[src/rtl/sdram_pkg.sv]
// Shared definitions for the SDRAM port arbiter: default widths, FSM states, address fields.
package sdram_pkg;

  localparam int unsigned DefAddrWidth = 25;
  localparam int unsigned DefDataWidth = 16;

  // Word address layout seen by the controller; the arbiter passes it through untouched.
  localparam int unsigned BankMsb = 24;
  localparam int unsigned BankLsb = 23;
  localparam int unsigned RowMsb  = 22;
  localparam int unsigned RowLsb  = 10;
  localparam int unsigned ColMsb  = 9;
  localparam int unsigned ColLsb  = 0;

  typedef enum logic [1:0] {
    StIdle,
    StWr,
    StRa,
    StRd
  } arb_state_e;

endpackage

[src/rtl/sdram_arb_grant.sv]
// Two-way grant logic for the SDRAM port arbiter.
// SDRAM_ARB_RR_EN selects round-robin; otherwise port 0 has fixed priority.
module sdram_arb_grant (
  input  logic       clk_i,
  input  logic       rst_i,
  input  logic [1:0] req_valid_i,
  input  logic       accept_i,
  input  logic       owner_i,
  output logic [1:0] grant_o
);

`ifdef SDRAM_ARB_RR_EN
  logic last_grant_q;

  // Starts at 1 so port 0 wins the first contention after reset.
  always_ff @(posedge clk_i) begin
    if (rst_i) begin
      last_grant_q <= 1'b1;
    end else if (accept_i) begin
      last_grant_q <= owner_i;
    end
  end

  always_comb begin
    grant_o = 2'b00;
    unique case (req_valid_i)
      2'b01:   grant_o = 2'b01;
      2'b10:   grant_o = 2'b10;
      2'b11:   grant_o = last_grant_q ? 2'b01 : 2'b10;
      default: grant_o = 2'b00;
    endcase
  end
`else
  logic unused_rr;
  assign unused_rr = ^{clk_i, rst_i, accept_i, owner_i};

  always_comb begin
    grant_o = 2'b00;
    if (req_valid_i[0]) begin
      grant_o = 2'b01;
    end else if (req_valid_i[1]) begin
      grant_o = 2'b10;
    end
  end
`endif

endmodule

[src/rtl/sdram_port_arbiter.sv]
// Arbitrates two client ports onto a single-outstanding AXI slave (burst length 1).
// Build option: SDRAM_ARB_RR_EN enables round-robin arbitration (default fixed priority).
module sdram_port_arbiter
  import sdram_pkg::*;
#(
  parameter int unsigned ADDR_WIDTH = DefAddrWidth,
  parameter int unsigned DATA_WIDTH = DefDataWidth
) (
  input  logic                    clk_i,
  input  logic                    rst_i,
  input  logic [1:0]              req_valid_i,
  output logic [1:0]              req_ready_o,
  input  logic [1:0]              req_we_i,
  input  logic [2*ADDR_WIDTH-1:0] req_addr_i,
  input  logic [2*DATA_WIDTH-1:0] req_wdata_i,
  output logic [1:0]              wr_done_o,
  output logic [1:0]              rd_valid_o,
  output logic [DATA_WIDTH-1:0]   rd_data_o,
  output logic [ADDR_WIDTH-1:0]   m_axi_awaddr_o,
  output logic                    m_axi_awvalid_o,
  input  logic                    m_axi_awready_i,
  output logic [DATA_WIDTH-1:0]   m_axi_wdata_o,
  output logic                    m_axi_wvalid_o,
  input  logic                    m_axi_wready_i,
  output logic [ADDR_WIDTH-1:0]   m_axi_araddr_o,
  output logic                    m_axi_arvalid_o,
  input  logic                    m_axi_arready_i,
  input  logic [DATA_WIDTH-1:0]   m_axi_rdata_i,
  input  logic                    m_axi_rvalid_i,
  output logic                    m_axi_rready_o
);

  arb_state_e            state_q;
  logic [ADDR_WIDTH-1:0] addr_q;
  logic [DATA_WIDTH-1:0] wdata_q;
  logic [DATA_WIDTH-1:0] rd_data_q;
  logic                  owner_q;
  logic [1:0]            wr_done_q;
  logic [1:0]            rd_valid_q;
  logic                  awvalid_q;
  logic                  wvalid_q;
  logic                  arvalid_q;
  logic                  rready_q;

  logic [1:0] grant;
  logic       idle;
  logic       accept;
  logic       sel;

  assign idle   = (state_q == StIdle);
  assign accept = idle && (grant != 2'b00);
  assign sel    = grant[1];

  sdram_arb_grant u_grant (
    .clk_i       (clk_i),
    .rst_i       (rst_i),
    .req_valid_i (req_valid_i),
    .accept_i    (accept),
    .owner_i     (sel),
    .grant_o     (grant)
  );

  assign req_ready_o = idle ? grant : 2'b00;

  always_ff @(posedge clk_i) begin
    if (rst_i) begin
      state_q    <= StIdle;
      addr_q     <= '0;
      wdata_q    <= '0;
      rd_data_q  <= '0;
      owner_q    <= 1'b0;
      wr_done_q  <= 2'b00;
      rd_valid_q <= 2'b00;
      awvalid_q  <= 1'b0;
      wvalid_q   <= 1'b0;
      arvalid_q  <= 1'b0;
      rready_q   <= 1'b0;
    end else begin
      wr_done_q  <= 2'b00;
      rd_valid_q <= 2'b00;
      unique case (state_q)
        StIdle: begin
          if (accept) begin
            addr_q  <= sel ? req_addr_i[2*ADDR_WIDTH-1:ADDR_WIDTH] : req_addr_i[ADDR_WIDTH-1:0];
            wdata_q <= sel ? req_wdata_i[2*DATA_WIDTH-1:DATA_WIDTH] : req_wdata_i[DATA_WIDTH-1:0];
            owner_q <= sel;
            if (req_we_i[sel]) begin
              awvalid_q <= 1'b1;
              wvalid_q  <= 1'b1;
              state_q   <= StWr;
            end else begin
              arvalid_q <= 1'b1;
              state_q   <= StRa;
            end
          end
        end
        StWr: begin
          // The controller only takes address and data together.
          if (m_axi_awready_i && m_axi_wready_i) begin
            awvalid_q          <= 1'b0;
            wvalid_q           <= 1'b0;
            wr_done_q[owner_q] <= 1'b1;
            state_q            <= StIdle;
          end
        end
        StRa: begin
          if (m_axi_arready_i) begin
            arvalid_q <= 1'b0;
            rready_q  <= 1'b1;
            state_q   <= StRd;
          end
        end
        StRd: begin
          if (m_axi_rvalid_i) begin
            rready_q            <= 1'b0;
            rd_data_q           <= m_axi_rdata_i;
            rd_valid_q[owner_q] <= 1'b1;
            state_q             <= StIdle;
          end
        end
        default: state_q <= StIdle;
      endcase
    end
  end

  assign wr_done_o       = wr_done_q;
  assign rd_valid_o      = rd_valid_q;
  assign rd_data_o       = rd_data_q;
  assign m_axi_awaddr_o  = addr_q;
  assign m_axi_awvalid_o = awvalid_q;
  assign m_axi_wdata_o   = wdata_q;
  assign m_axi_wvalid_o  = wvalid_q;
  assign m_axi_araddr_o  = addr_q;
  assign m_axi_arvalid_o = arvalid_q;
  assign m_axi_rready_o  = rready_q;

endmodule

[config.mk]
export PLATFORM = sky130hd
export DESIGN_NAME = sdram_port_arbiter
export DESIGN_NICKNAME = d
export VERILOG_FILES = /design/src/rtl/sdram_pkg.sv /design/src/rtl/sdram_arb_grant.sv /design/src/rtl/sdram_port_arbiter.sv
export SDC_FILE = /design/constraint.sdc
export NUM_CORES = 1
export LEC_CHECK = 0
export ABC_AREA = 0
export CAP_MARGIN = 10
export CELL_PAD_IN_SITES_DETAIL_PLACEMENT = 0
export CELL_PAD_IN_SITES_GLOBAL_PLACEMENT = 1
export CORE_MARGIN = 4
export CORE_UTILIZATION = 26
export DETAILED_ROUTE_END_ITERATION = 12
export MAX_ROUTING_LAYER = met4
export PLACE_DENSITY_LB_ADDON = 0.1
export SETUP_SLACK_MARGIN = 0.4
export SLEW_MARGIN = 20
export SYNTH_ARGS = -nofsm -noshare
export SYNTH_HDL_FRONTEND = slang
export SYNTH_SLANG_ARGS = --single-unit
export TNS_END_PERCENT = 20
[constraint.sdc]
create_clock -name clk_i -period 1.5 [get_ports clk_i]
set_input_delay 0.3 -clock clk_i [delete_from_list [all_inputs] [get_ports clk_i]]
set_output_delay 0.3 -clock clk_i [all_outputs]
set_load 0.005 [all_outputs]
; Word level (Yosys, flattened, before mapping)
; Cells that the tools add are included.
; W data, S select, Z words.
[op_classes]
magnitude_cmp = 3
n_eq_ne = 9
mux = 26
n_bitwise = 4
n_reduce_logical = 16
[op_table]
columns = operator, n
row1 = $mux W25, 1
row2 = $mux W16, 1
row3 = $mux W2, 8
row4 = $reduce_and A4 Y1, 3
row5 = $mux W1, 11
row6 = $ne A2 B2 Y1 const B, 4
row7 = $pmux W2 S4, 1
row8 = $reduce_bool A2 Y1, 4
row9 = $pmux W1 S2, 3
row10 = $reduce_or A3 Y1, 2
row11 = $eq A2 B2 Y1 const B, 2
row12 = $lt A1 B2 Y1 const B, 2
row13 = $ne A2 B1 Y1 const B, 2
row14 = $not A1 Y1, 4
row15 = $reduce_and A2 Y1, 2
row16 = $logic_and A1 B1 Y1, 3
row17 = $reduce_and A3 Y1, 1
row18 = $eq A2 B1 Y1 const B, 1
row19 = $logic_not A2 Y1, 1
row20 = $demux W1 S1, 1
row21 = $ge A1 B1 Y1 const B, 1
[word_totals]
ff_bits = 67
out_inout_bits = 92

; Logic depth before layout (Yosys ltp)
[logic_depth]
ltp_word = 7
depth_mapped = 7

; Modules after synthesis
; Synthesis repeated with hierarchy kept, for this count alone.
[unflattened]
hier_cells = 334
area_unflattened_um2 = 3268.1
[modules_own_cells]
columns = mod, instances, cells_per_inst, area_each_um2, seq_area_each_um2
row1 = sdram_port_arbiter, 1, 332, 3246.9, 1341.3
row2 = sdram_arb_grant, 1, 2, 21.3, 0.0

; Least setup slack after synthesis
; No wires, ideal clock.
[synth_path]
path_type = reg2reg
from = register state_q[0]
to = register addr_q[0] (netlist: m_axi_araddr_o[0])
setup_time_ps = 81
t_arrival_ps = 1120
t_required_ps = 1419
slack_ps = 299
path_stages_with_launch = 8
synth_period_minus_slack_ps = 1201
path_cell_list = dfxtp_1 > buf_6 > nor2_4 > o21a_4 > buf_6 > buf_6 > nor2_1 > a211oi_2
[synth_between]
elab_chain_cells = 3
[synth_lines]
columns = item, line
row1 = from (decl), sdram_port_arbiter.sv:33  ; arb_state_e state_q;
row2 = from (signal assigned), sdram_port_arbiter.sv:67  ; state_q <= StIdle;
row3 = from (signal assigned), sdram_port_arbiter.sv:90  ; state_q <= StWr;
row4 = from (signal assigned), sdram_port_arbiter.sv:93  ; state_q <= StRa;
row5 = $logic_not A2 Y1 *, "sdram_port_arbiter.sv:50, sdram_port_arbiter.sv:81"
row6 = $logic_and A1 B1 Y1, sdram_port_arbiter.sv:51  ; assign accept = idle && (grant != 2'b00);
row7 = $reduce_and A2 Y1 (no line) *, n/a
row8 = to (signal assigned), sdram_port_arbiter.sv:84  ; addr_q <= sel ? req_addr_i[2*ADDR_WIDTH-1:ADDR_WIDTH] : req_addr_i[ADDR_WIDTH-1:0];
row9 = to (decl), sdram_port_arbiter.sv:34  ; logic [ADDR_WIDTH-1:0] addr_q;
; Every way passes the cells marked *; elsewhere a longest branch is shown, timed or not.
; A chain may end at the register's enable or synchronous reset.

; Worst setup path in the final report
[layout_path]
from = register state_q[0]
to = register addr_q[16] (netlist: m_axi_araddr_o[16])
; The elaborated chain is that of the path after synthesis.

==> impl_metrics.tcl <==
set metrics [dict create \
    outcome "completed" \
    worstPathArrival_ns 1.55 \
    drc 0 \
    drtIter0Drc 117 \
    htreeDepth 3 \
    fmax_ghz 0.738 \
    reg2reg_setup_slack_ns 0.15 \
    finalSetupViolCount 0 \
    tightest_slew_ns 0.371 \
    vias 3058 \
    hold_violations 0 \
    max_cap_viol_count 0 \
    start_util_pct 26.8 \
    r2r_cells 6 \
    r2r-end "m_axi_araddr_o[16]$_SDFFE_PP0P_" \
    mostFrequentLayoutCell "clkdlybuf4s50_1" \
    grt_pass1_vias 3108 \
    drt_first_pass_iters 4 \
    die_h_um 120 \
    slew_violations 0 \
    pin_count 200 \
    die_area_mm2 0.0144 \
    synth_area_mm2 0.00326 \
    worst_setup_path_start_kind "flop" \
    synthesis.nets 436 \
    grt_max_degree 26 \
    cts_made_buffers 9 \
    post_layout_nonfiller_instances 695 \
    worst_ep_required_time_ns 1.70 \
    period_share_pct 90.3 \
    diodes 0 \
    wl_per_cell_um 16.7 \
    coreArea_mm2 0.0122 \
    wirelength_um 11600 \
    rsz0062_at_grt "true" \
    layout_min_cycle_time_ns 1.35 \
    ir_worst_vdd_mv 0.515 \
    post-place-ws_ns -0.410 \
    port_buffers 199 \
    grt_overflow 0 \
    grt_pass1_wl_um 16900 \
    cts_tree "yes" \
    crit_end "m_axi_araddr_o[16]$_SDFFE_PP0P_" \
    nNetsFinal 632 \
    clk_path_buf_depth 2 \
    dpl.cell_count 660 \
    clkSinkCount 67 \
    hold_class "in -> reg" \
    place_hpwl_um 7740 \
    critPathKind "reg -> reg" \
    postRouteAntennaNets 0 \
    p_leak_uw 0.00265 \
    fin_area_mm2 0.00578 \
    vias_per_cell 4.40 \
    antenna_found_initial 0 \
    synth_cell_type_count 28 \
    dpl_cell_area_mm2 0.00524 \
    r2r-start "state_q[0]$_SDFFE_PP0P_" \
    slew_headroom_pct 75.2 \
    post_synth.cell_area_avg_um2 9.93 \
    track_usage_pct 15.3 \
    area_delta_synth_final_pct 77.3 \
    final_cell_mix "104 x clkdlybuf4s50_1, 65 x dlygate4sd2_1, 43 x nor2_1, 43 x dfxtp_1" \
    drive_gt1_share_pct 30.0 \
    crit_start "state_q[0]$_SDFFE_PP0P_" \
    final_core_util_pct 47.5 \
    clock_latency_ns 0.33 \
    p_per_area_mw_per_mm2 1020 \
    cp_max_fo 10 \
    rows 40 \
    finClkSkew_ns 0.00422 \
    cts_root_buf "clkbuf_16" \
    ys.warnings.count 0 \
    synthCells 328 \
    yosysSeqAreaShare_pct 41.2 \
    hold-worst-slack_ns 0.361 \
    fin_ws_ns 0.146 \
    clkTransAtPathRegs_ns 0.05 \
    die_w_um 120 \
    worstSetupEndpointType "flop" \
    gp_congestion 0.778 \
    yosys_register_bits 67 \
    fillers 1221 \
]
## layout make-up
| cell class | count | area, um^2 | share of cell area (%) |
|---|---|---|---|
| clock buffers | 10 | 229 | 3.96 |
| clock inverters | 4 | 20.0 | 0.346 |
| inverters | 1 | 3.75 | 0.0650 |
| multi-input cells | 209 | 1550 | 26.9 |
| flip-flops and latches | 67 | 1380 | 23.8 |
| well taps | 168 | 210 | 3.64 |
| repair buffers | 236 | 2380 | 41.3 |
## routing by layer
layer	wire, um	GRT usage, %
met5	0	-
met3	1080	6.46
met2	5400	24.8
met4	143	4.37
met1	4990	17.4
## metrics by stage
stage	TNS [ns]	power, uW
2_1_floorplan	0	3020
3_3_place_gp	-10.43	3840
3_5_place_dp	-10.90	3870
4_1_cts	0	5740
5_1_grt	0	6270
6_report	0	5920
## cells in the mapped netlist
cell type	count	area [um^2]
a21oi_1	22	110
dfxtp_1	67	1340
mux2_1	1	11.3
buf_6	7	78.8
buf_12	4	80.1
nand3_1	1	5.00
nor2_4	1	11.3
a211oi_1	2	15.0
nor2_1	48	180
nor2b_1	1	6.26
and3_1	1	6.26
a211oi_2	39	488
o21a_4	1	15.0
buf_1	1	3.75
buf_4	30	225
nand4b_1	1	8.76
o21a_1	1	7.51
nand2_1	36	135
nand2b_1	3	18.8
and2_1	1	6.26
clkbuf_1	5	18.8
nor3b_1	1	7.51
mux2i_1	41	410
inv_1	1	3.75
buf_2	5	25.0
nor3_1	5	25.0
a31oi_1	1	6.26
nand3b_1	1	7.51
## sequential cells by signal, indices dropped and copies added (netlist names)
register,count
m_axi_wvalid_o,1
rd_valid_o,2
rd_data_o,16
m_axi_wdata_o,16
m_axi_araddr_o,25
m_axi_rready_o,1
state_q,2
wr_done_o,2
m_axi_arvalid_o,1
owner_q,1
## worst max-delay path, stage by stage (launching register included)
cell and delay, ns:
dfxtp_4 0.35, nor2_4 0.12, buf_6 0.12, o21a_4 0.26
buf_12 0.15, buf_16 0.14, a211oi_2 0.07
## power by group
group          switching (uW)  internal [uW]
registers                 133           2000
logic                     798           1150
clock network             753           1090
total                    1680           4230
## timing repair
item                                    in CTS  in global routing
gates resized for setup                    218                 17
hold buffers                                 0                  0
endpoints found under the setup margin     154                154
hold endpoints to repair                     0                  0
buffers inserted                             7                  1
pin swaps                                    2                 18
gates cloned                                 3                 10
## worst min-delay path by stage
stage / startpoint / endpoint / slack (ns) / depth (start not counted)
floorplan: m_axi_rdata_i[0] / rd_data_o[0]$_SDFFE_PP0P_ / 0.44 / 2
global placement: rd_data_o[11]$_SDFFE_PP0P_ / rd_data_o[11]$_SDFFE_PP0P_ / 0.44 / 2
detailed placement: rd_data_o[11]$_SDFFE_PP0P_ / rd_data_o[11]$_SDFFE_PP0P_ / 0.45 / 2
CTS: rst_i / state_q[1]$_SDFFE_PP0P_ / 0.36 / 2
global route: rst_i / m_axi_rready_o$_SDFFE_PP0P_ / 0.37 / 2
finish: rst_i / m_axi_rready_o$_SDFFE_PP0P_ / 0.36 / 2
## kinds of logic (layout without fill, tap and decap cells)
family | after synthesis | count (layout) | share of synthesized area [%]
muxes | 42 | 42 | 12.9
AOI/OAI and AO/OA | 66 | 67 | 19.7
DFF | 67 | 67 | 41.2
and+or+nand+nor | 100 | 100 | 12.8
buffers and inverters | 53 | 251 | 13.4
Note: power is estimated with default switching activity, not from simulation.
